### src/rtl/seven_seg_pkg.sv
// Shared constants for the seven-segment display bank: register map, reset values,
// the active-high hex glyph ROM and the bus request bundle.
package seven_seg_pkg;

    localparam logic [3:0]  ADDR_CTRL     = 4'h8;
    localparam logic [3:0]  ADDR_HEX      = 4'h9;
    localparam logic [3:0]  ADDR_BLINKCNT = 4'hA;

    localparam logic [4:0]  CODE_BLANK    = 5'h10;
    localparam logic [31:0] CTRL_RESET    = 32'h0000_0001;

    // Bit order g..a; entry 0 is the rightmost element.
    localparam logic [15:0][6:0] GLYPH_ROM = {
        7'h71, 7'h79, 7'h5E, 7'h39, 7'h7C, 7'h77, 7'h6F, 7'h7F,
        7'h07, 7'h7D, 7'h6D, 7'h66, 7'h4F, 7'h5B, 7'h06, 7'h3F
    };

    typedef struct packed {
        logic [3:0]  address;
        logic        wr;
        logic        rd;
        logic [31:0] wdata;
    } bus_req_t;

endpackage

### src/rtl/seven_seg_glyph.sv
// Combinational digit decoder: 5-bit code plus external blank to an active-high
// g..a segment pattern. Code bit4 blanks the digit on its own.
module seven_seg_glyph
    import seven_seg_pkg::*;
(
    input  logic [4:0] code,
    input  logic       blank,
    output logic [6:0] pattern
);

    assign pattern = (blank || code[4]) ? 7'h00 : GLYPH_ROM[code[3:0]];

endmodule

### src/rtl/seven_seg_array.sv
// Avalon-MM controller for a bank of seven-segment digits with per-digit codes,
// packed-hex writes, global enable and prescaled per-digit blinking.
module seven_seg_array
    import seven_seg_pkg::*;
#(
    parameter int NUM_DIGITS = 6,
    parameter int BLINK_DIV  = 25_000_000,
    parameter int ACTIVE_LOW = 1
) (
    input  logic                    clk,
    input  logic                    reset,
    input  logic [3:0]              address,
    input  logic                    chipselect,
    input  logic                    write,
    input  logic                    read,
    input  logic [31:0]             writedata,
    output logic [31:0]             readdata,
    output logic [7*NUM_DIGITS-1:0] segs
);

    localparam int                    CW       = $clog2(BLINK_DIV);
    localparam logic [CW-1:0]         CNT_LAST = CW'(BLINK_DIV - 1);
    localparam logic [7*NUM_DIGITS-1:0] SEGS_OFF = {(7*NUM_DIGITS){ACTIVE_LOW != 0}};

    bus_req_t                       req;
    logic [NUM_DIGITS-1:0][4:0]     digit_q;
    logic                           ctrl_en;
    logic [7:0]                     blink_mask;
    logic [CW-1:0]                  blink_cnt;
    logic                           blink_phase;
    logic [NUM_DIGITS-1:0][6:0]     pat;
    logic [7*NUM_DIGITS-1:0]        segs_d;
    logic [31:0]                    rd_mux;
    logic                           unused_wdata;

    assign req.address = address;
    assign req.wr      = chipselect && write;
    assign req.rd      = chipselect && read;
    assign req.wdata   = writedata;

    // Only some write-data bits are stored; the rest are deliberately dropped.
    assign unused_wdata = ^req.wdata;

    always_ff @(posedge clk or posedge reset) begin
        if (reset) begin
            digit_q    <= {NUM_DIGITS{CODE_BLANK}};
            ctrl_en    <= CTRL_RESET[0];
            blink_mask <= CTRL_RESET[15:8];
        end else if (req.wr) begin
            for (int i = 0; i < NUM_DIGITS; i++) begin
                if (req.address == 4'(i))
                    digit_q[i] <= req.wdata[4:0];
                else if (req.address == ADDR_HEX)
                    digit_q[i] <= {1'b0, req.wdata[4*i +: 4]};
            end
            if (req.address == ADDR_CTRL) begin
                ctrl_en    <= req.wdata[0];
                blink_mask <= req.wdata[15:8];
            end
        end
    end

    // Free-running prescaler; unaffected by enable or bus traffic.
    always_ff @(posedge clk or posedge reset) begin
        if (reset) begin
            blink_cnt   <= '0;
            blink_phase <= 1'b0;
        end else if (blink_cnt == CNT_LAST) begin
            blink_cnt   <= '0;
            blink_phase <= ~blink_phase;
        end else begin
            blink_cnt   <= blink_cnt + 1'b1;
        end
    end

    for (genvar i = 0; i < NUM_DIGITS; i++) begin : g_digit
        logic blank;
        assign blank = !ctrl_en || (blink_mask[i] && blink_phase);

        seven_seg_glyph u_glyph (
            .code    (digit_q[i]),
            .blank   (blank),
            .pattern (pat[i])
        );

        assign segs_d[7*i +: 7] = (ACTIVE_LOW != 0) ? ~pat[i] : pat[i];
    end

    always_comb begin
        rd_mux = '0;
        for (int i = 0; i < NUM_DIGITS; i++)
            if (req.address == 4'(i))
                rd_mux = {27'b0, digit_q[i]};
        case (req.address)
            ADDR_CTRL:     rd_mux = {16'b0, blink_mask, 7'b0, ctrl_en};
            ADDR_BLINKCNT: rd_mux = 32'(blink_cnt);
            default:       ;
        endcase
    end

    // readdata holds between reads; a same-cycle write is not visible yet.
    always_ff @(posedge clk or posedge reset) begin
        if (reset)
            readdata <= '0;
        else if (req.rd)
            readdata <= rd_mux;
    end

    always_ff @(posedge clk or posedge reset) begin
        if (reset)
            segs <= SEGS_OFF;
        else
            segs <= segs_d;
    end

endmodule

### config.mk
export PLATFORM = sky130hd
export DESIGN_NAME = seven_seg_array
export DESIGN_NICKNAME = d
export VERILOG_FILES = /design/src/rtl/seven_seg_pkg.sv /design/src/rtl/seven_seg_glyph.sv /design/src/rtl/seven_seg_array.sv
export SDC_FILE = /design/constraint.sdc
export NUM_CORES = 1
export LEC_CHECK = 0
export CAP_MARGIN = 10
export CELL_PAD_IN_SITES_DETAIL_PLACEMENT = 1
export CELL_PAD_IN_SITES_GLOBAL_PLACEMENT = 2
export CORE_MARGIN = 2
export CORE_UTILIZATION = 37
export CTS_CLUSTER_DIAMETER = 30
export DETAILED_ROUTE_END_ITERATION = 12
export DONT_BUFFER_PORTS = 1
export PLACE_DENSITY_LB_ADDON = 0.15
export SYNTH_ARGS = -nofsm -noshare
export SYNTH_HDL_FRONTEND = slang
export SYNTH_HIERARCHICAL = 1
export SYNTH_SLANG_ARGS = --single-unit
### constraint.sdc
create_clock -name clk -period 4.25 [get_ports clk]
set_input_delay 0.85 -clock clk [delete_from_list [all_inputs] [get_ports clk]]
set_output_delay 0.85 -clock clk [all_outputs]
set_load 0.02 [all_outputs]
# Yosys cells after proc, flatten, opt, wreduce, memory -nomap -nowiden
# Memory sizes are Yosys's and may differ from the RTL's.
# Cells that the tools add are included.
op_classes:
  addsub: 1
  multipliers: 0
  div: 0
  magnitude_cmp: 6
  n_eq_ne: 9
  n_shift: 0
  n_mux: 32
  bitwise: 7
  n_reduce_logical: 35
op_table:
  columns: ["operator", "count"]
  rows:
  - ["2-to-1 mux 32 bit", 5]
  - ["2-to-1 mux 7 bit", 12]
  - ["2-to-1 mux 5 bit", 13]
  - ["one-hot mux 32 bit (2 select lines)", 1]
  - ["NOT 7 bit", 6]
  - ["less-than comparator 4 x 5 -> 1 bit (second input constant)", 6]
  - ["adder 25 x 1 -> 25 bit (second input constant)", 1]
  - ["equality test 25 bit (second input constant)", 1]
  - ["2-to-1 mux 25 bit", 1]
  - ["AND reduction 2 bit", 7]
  - ["equality test 4 bit (second input constant)", 3]
  - ["logical OR 1 bit", 12]
  - ["nonzero test 2 bit", 6]
  - ["equality test 4 x 2 -> 1 bit (second input constant)", 2]
  - ["equality test 4 x 3 -> 1 bit (second input constant)", 2]
  - ["logical AND 1 bit", 8]
  - ["equality test 4 x 1 -> 1 bit (second input constant)", 1]
  - ["zero test 4 bit", 1]
  - ["zero test 1 bit", 1]
  - ["NOT 1 bit", 1]
totals:
  regBits: 139
  latch_bits: 0
  ram_bits: 0
  mem_bits_ro: 672
  in_bits: 41
  word_cells: 108
  n_memories: 6
mem_list:
  columns: ["name", "words", "word_bits", "rd", "rd_ports_with_merged_regs", "wr", "line_no", "rtl"]
  rows:
  - ["(no name shown)", 16, 7, 1, 0, 0, "seven_seg_glyph.sv:11", "assign pattern = (blank || code[4]) ? 7'h00 : GLYPH_ROM[code[3:0]];"]
  - ["(no name shown)", 16, 7, 1, 0, 0, "seven_seg_glyph.sv:11", null]
  - ["(no name shown)", 16, 7, 1, 0, 0, "seven_seg_glyph.sv:11", null]
  - ["(no name shown)", 16, 7, 1, 0, 0, "seven_seg_glyph.sv:11", null]
  - ["(no name shown)", 16, 7, 1, 0, 0, "seven_seg_glyph.sv:11", null]
  - ["(no name shown)", 16, 7, 1, 0, 0, "seven_seg_glyph.sv:11", null]

# Depth between registers and ports, before layout
logic_depth:
  ltp_word: 8
  depth_mapped: 8
  ltp_nobuf: 6

# By module
# The synthesis kept the hierarchy.
by_module_without_submodules:
  columns: ["module", "instances", "cells_per_inst", "area_each_um2", "seq_area_each_um2"]
  rows:
  - ["seven_seg_array", 1, 525, 5741.8, 3364.5]
  - ["seven_seg_glyph at g_digit[3].u_glyph ...", 3, 35, 287.8, 0.0]
  - ["seven_seg_glyph at g_digit[0].u_glyph", 1, 41, 311.5, 0.0]
  - ["seven_seg_glyph at g_digit[2].u_glyph", 1, 35, 306.5, 0.0]
  - ["seven_seg_glyph at g_digit[1].u_glyph", 1, 35, 274.0, 0.0]

# Least setup slack after synthesis
# No wires, ideal clock.
synth_timing:
  path_kind: "input port to flip-flop"
  startpoint: "input port address[2]"
  endpoint: "register blink_mask[0]"
  setup_ns: 0.125
  arrival_time_ns: 2.130
  slack_ns: 1.995
  path_stages: 5
  n_path_buf: 2
  cell_sequence: "buf_2 > nand2b_1 > clkbuf_1 > nor4_4 > mux2_2"
synth_between:
  elab_chain_len: 2
synth_rtl:
  columns: ["element", "line_no", "rtl"]
  rows:
  - ["start, declared", "seven_seg_array.sv:12", "input logic [3:0] address,"]
  - ["equality test 4 bit", "seven_seg_array.sv:56", "if (req.address == ADDR_CTRL) begin"]
  - ["AND reduction 2 bit (no line)", null, null]
  - ["end signal, assigned", "seven_seg_array.sv:48", "blink_mask <= CTRL_RESET[15:8];"]
  - ["end signal, assigned", "seven_seg_array.sv:58", "blink_mask <= req.wdata[15:8];"]
  - ["end, declared", "seven_seg_array.sv:28", "logic [7:0] blink_mask;"]
# Every way passes these cells.
# A chain may end at the register's enable or synchronous reset.

# Final worst setup path
layout_timing:
  startpoint: "register blink_cnt[0]"
  endpoint: "register blink_cnt[24]"
layout_between:
  elab_chain_len: 2
  elab_cells_between_ends: 3
  cone_classes: "add/sub: 1; eq/ne: 1; mux: 1"
layout_rtl:
  columns: ["element", "line_no", "rtl"]
  rows:
  - ["start, declared", "seven_seg_array.sv:29", "logic [CW-1:0] blink_cnt;"]
  - ["start signal, assigned", "seven_seg_array.sv:72", "blink_cnt <= blink_cnt + 1'b1;"]
  - ["adder 25 x 1 -> 25 bit or equality test 25 bit (tied branches)", "seven_seg_array.sv:72, seven_seg_array.sv:68", null]
  - ["2-to-1 mux 25 bit (*)", "seven_seg_array.sv:68", "end else if (blink_cnt == CNT_LAST) begin"]
# Mark *: on every way between the ends. The rest lies on a longest branch, timed or not.

==> results.yml <==
cells_and_area:
  layout_common_cells: "nor2_1, dfrtp_1, inv_1"
  syn2layout_area_growth_pct: 9.73
  fin_cells: 1004
  drive_above_1_share_pct: 19.6
  nNetsFinal: 799
  layout.cells.most_common: "nor2_1"
  diodes: 0
  fin_area_um2: 8230
worst_setup_path:
  crit_type: "reg -> reg"
  rr_startpoint: "blink_cnt[0]"
  ff2ff_path_depth: 5
  path_max_fanout: 16
  crit_required_ns: 4.51
  cp_data_arrival_time_ns: 2.58
  start_kind: "flip-flop"
  r2r_setup_slack_ns: 1.93
  regToRegEndpoint: "blink_cnt[24]"
  cp-startpoint: "blink_cnt[0]"
  end_kind: "flip-flop"
  endpoint: "blink_cnt[24]"
timing:
  maxSlewHeadroom_pct: 34.6
  setup_tns_ns: 0
  tightest_slew_ns: 0.973
  setup-violations-final: 0
  fin_ws_ns: 1.93
  hold_violations: 0
  fin_crit_ns: 2.32
  period_share_pct: 54.6
  rsz0062_at_grt: "false"
  finalMaxSlewViolations: 0
  finClkSkew_ns: 0.0166
  max_clock_freq_mhz: 431
power_and_ir_drop:
  internal-power_mw: 2.88
  seqPwrFrac_pct: 45.0
  pwr-share-clk_pct: 35.2
  combinationalPowerShare_pct: 19.7
  ir_worst_vdd_mv: 0.274
  swShare_pct: 33.4
  switching_power_mw: 1.45
  p_leak_nw: 3.66
  powerDensity_nw_per_um2: 526
  power.total_mw: 4.33
die:
  io_pins: 115
  start_util_pct: 37.4
  placement_rows: 52
  dieArea_um2: 21400
  die_width_um: 146
  core_area_um2: 20000
  die_h_um: 146
clock_network:
  cts-resized-gates: 0
  cts_sinks: 132
  cts_tree: "yes"
  clk_latency_ns: 0.43
  cts_setup_buffers: 0
  clkTransAtPathRegs_ns: 0.06
  cts_buffers: 17
  cts_hold_buf: 0
  h-tree-depth: 4
  clk_path_buf_depth: 2
  cts_root_buffer: "clkbuf_16"
synthesis:
  ys_seq_area_share_pct: 44.9
  synth_area_um2: 7500
  yosysTopAreaCell: "dfrtp_1"
  synthFlopType: "dfrtp_1"
  yosys.area.top_type_share_pct: 27.7
  yosys_warnings: 6
  syn_area_per_cell_um2: 10.1
  synth-edff-count: 0
  ys_types: 63
  ys_top_cells_by_area: "dfrtp_1, dfstp_2, ha_1"
  async_reset_ff_share_pct: 100
  ys_ff_latch: 132
  syn_inst: 741
global_route:
  grt_overflow: 0
  grt_pass1_vias: 5556
  grt_max_degree: 133
  grtUsageTotal_pct: 18.4
  grt_pass1_wl_mm: 31.0
  antenna_found_initial: 0
place:
  place_ws_ns: 1.96
  place_congestion: 0.786
  dp_cells: 972
  dpl.hpwl_mm: 13.6
  numPortBuffers: 0
  place_area_um2: 7610
worst_hold_path:
  hp-class: "in -> async"
detailed_routing:
  wl_mm: 19.1
  viasPerCell: 5.17
  dr.pass1.iters: 5
  via_count: 5188
  drtIter0Drc: 203
  route.detailed.drc: 0
  ant_nets: 0
  wl_per_cell_um: 19.1
status:
  status: "finished, final reports clean"
job:
  cap_violations: 0
## power groups by stage
stage / Clock, mW / Sequential, mW / Combinational, mW
3_5_place_dp: 0 / 1.98 / 0.861
3_3_place_gp: 0 / 1.96 / 0.816
2_1_floorplan: 0 / 1.81 / 0.820
4_1_cts: 1.57 / 1.96 / 0.866
5_1_grt: 1.63 / 1.99 / 0.963
6_report: 1.53 / 1.95 / 0.854
## metrics by stage
step / utilization, % / hold slack (ns)
floorplan: - / 0.466
global placement: 38.0 / 0.483
detailed placement: 38.0 / 0.496
CTS: 41.1 / 0.505
global route: 41.1 / 0.534
finish: 41.1 / 0.492
## synthesized netlist by cell type (7+ instances only)
| library cell | instances |
|---|---|
| buf_4 | 9 |
| inv_1 | 72 |
| ha_1 | 37 |
| a211oi_1 | 7 |
| buf_2 | 15 |
| nor3_1 | 12 |
| clkbuf_1 | 16 |
| nand2_1 | 59 |
| xnor2_1 | 7 |
| nor2_1 | 98 |
| nand3_1 | 25 |
| dfrtp_1 | 83 |
| mux2_2 | 20 |
| xor2_1 | 17 |
| and3_1 | 10 |
| a221oi_1 | 19 |
| o21ai_0 | 15 |
| dfstp_2 | 49 |
| mux4_2 | 9 |
| a21oi_1 | 30 |
| mux2i_1 | 35 |
## area by class of cell
| class | instances | area, um^2 |
|---|---|---|
| fillers | 2275 | 11800 |
| multi-input cells | 496 | 3610 |
| flip-flops and latches | 132 | 3360 |
| clock buffers | 20 | 457 |
| well taps | 270 | 338 |
| inverters | 72 | 274 |
| clock inverters | 12 | 155 |
| repair buffers | 2 | 27.5 |
## registers in the layout, indices dropped and copies added, names as in the netlist
| signal | flops |
|---|---|
| ctrl_en | 1 |
| blink_mask | 8 |
| blink_cnt | 25 |
| blink_phase | 1 |
| readdata | 25 |
| digit_q | 30 |
| segs | 42 |
## critical path, stage by stage, from the launching register on
cell	delay [ns]
dfrtp_1	0.42
ha_1	0.21
nand3_1	0.21
or2_4	0.32
nor4_4	0.85
nor2_1	0.15
## how the worst min path moves through the flow
stage,startpoint,to,slack [ns],cells after the start
final,reset,readdata[15],0.49,2
after floorplan,digit_q[19],digit_q[19],0.47,2
after global placement,digit_q[19],digit_q[19],0.48,2
after detailed placement,digit_q[19],digit_q[19],0.50,2
after global routing,digit_q[29],digit_q[29],0.53,2
after CTS,digit_q[29],digit_q[29],0.51,2
## cells by family after synthesis
| logic type | after synthesis | share of synthesized area [%] |
|---|---|---|
| mux | 67 | 10.8 |
| xor+xnor | 25 | 3.02 |
| fa+ha+maj | 37 | 6.17 |
| simple gates | 256 | 17.6 |
| buf+inv | 119 | 7.26 |
| compound gates | 104 | 10.1 |
| other cells | 1 | 0.0500 |
| flops | 132 | 44.9 |
## per-layer routing
metal / routed length [um] / global-route usage (%) / vias up
li1: - / - / 2455
met1: 8720 / 24.3 / 2621
met2: 9360 / 30.6 / 99
met3: 897 / 4.72 / 13
met4: 166 / 4.27 / 0
met5: 0 / 0 / -
Power figures use the tool's default switching activity.
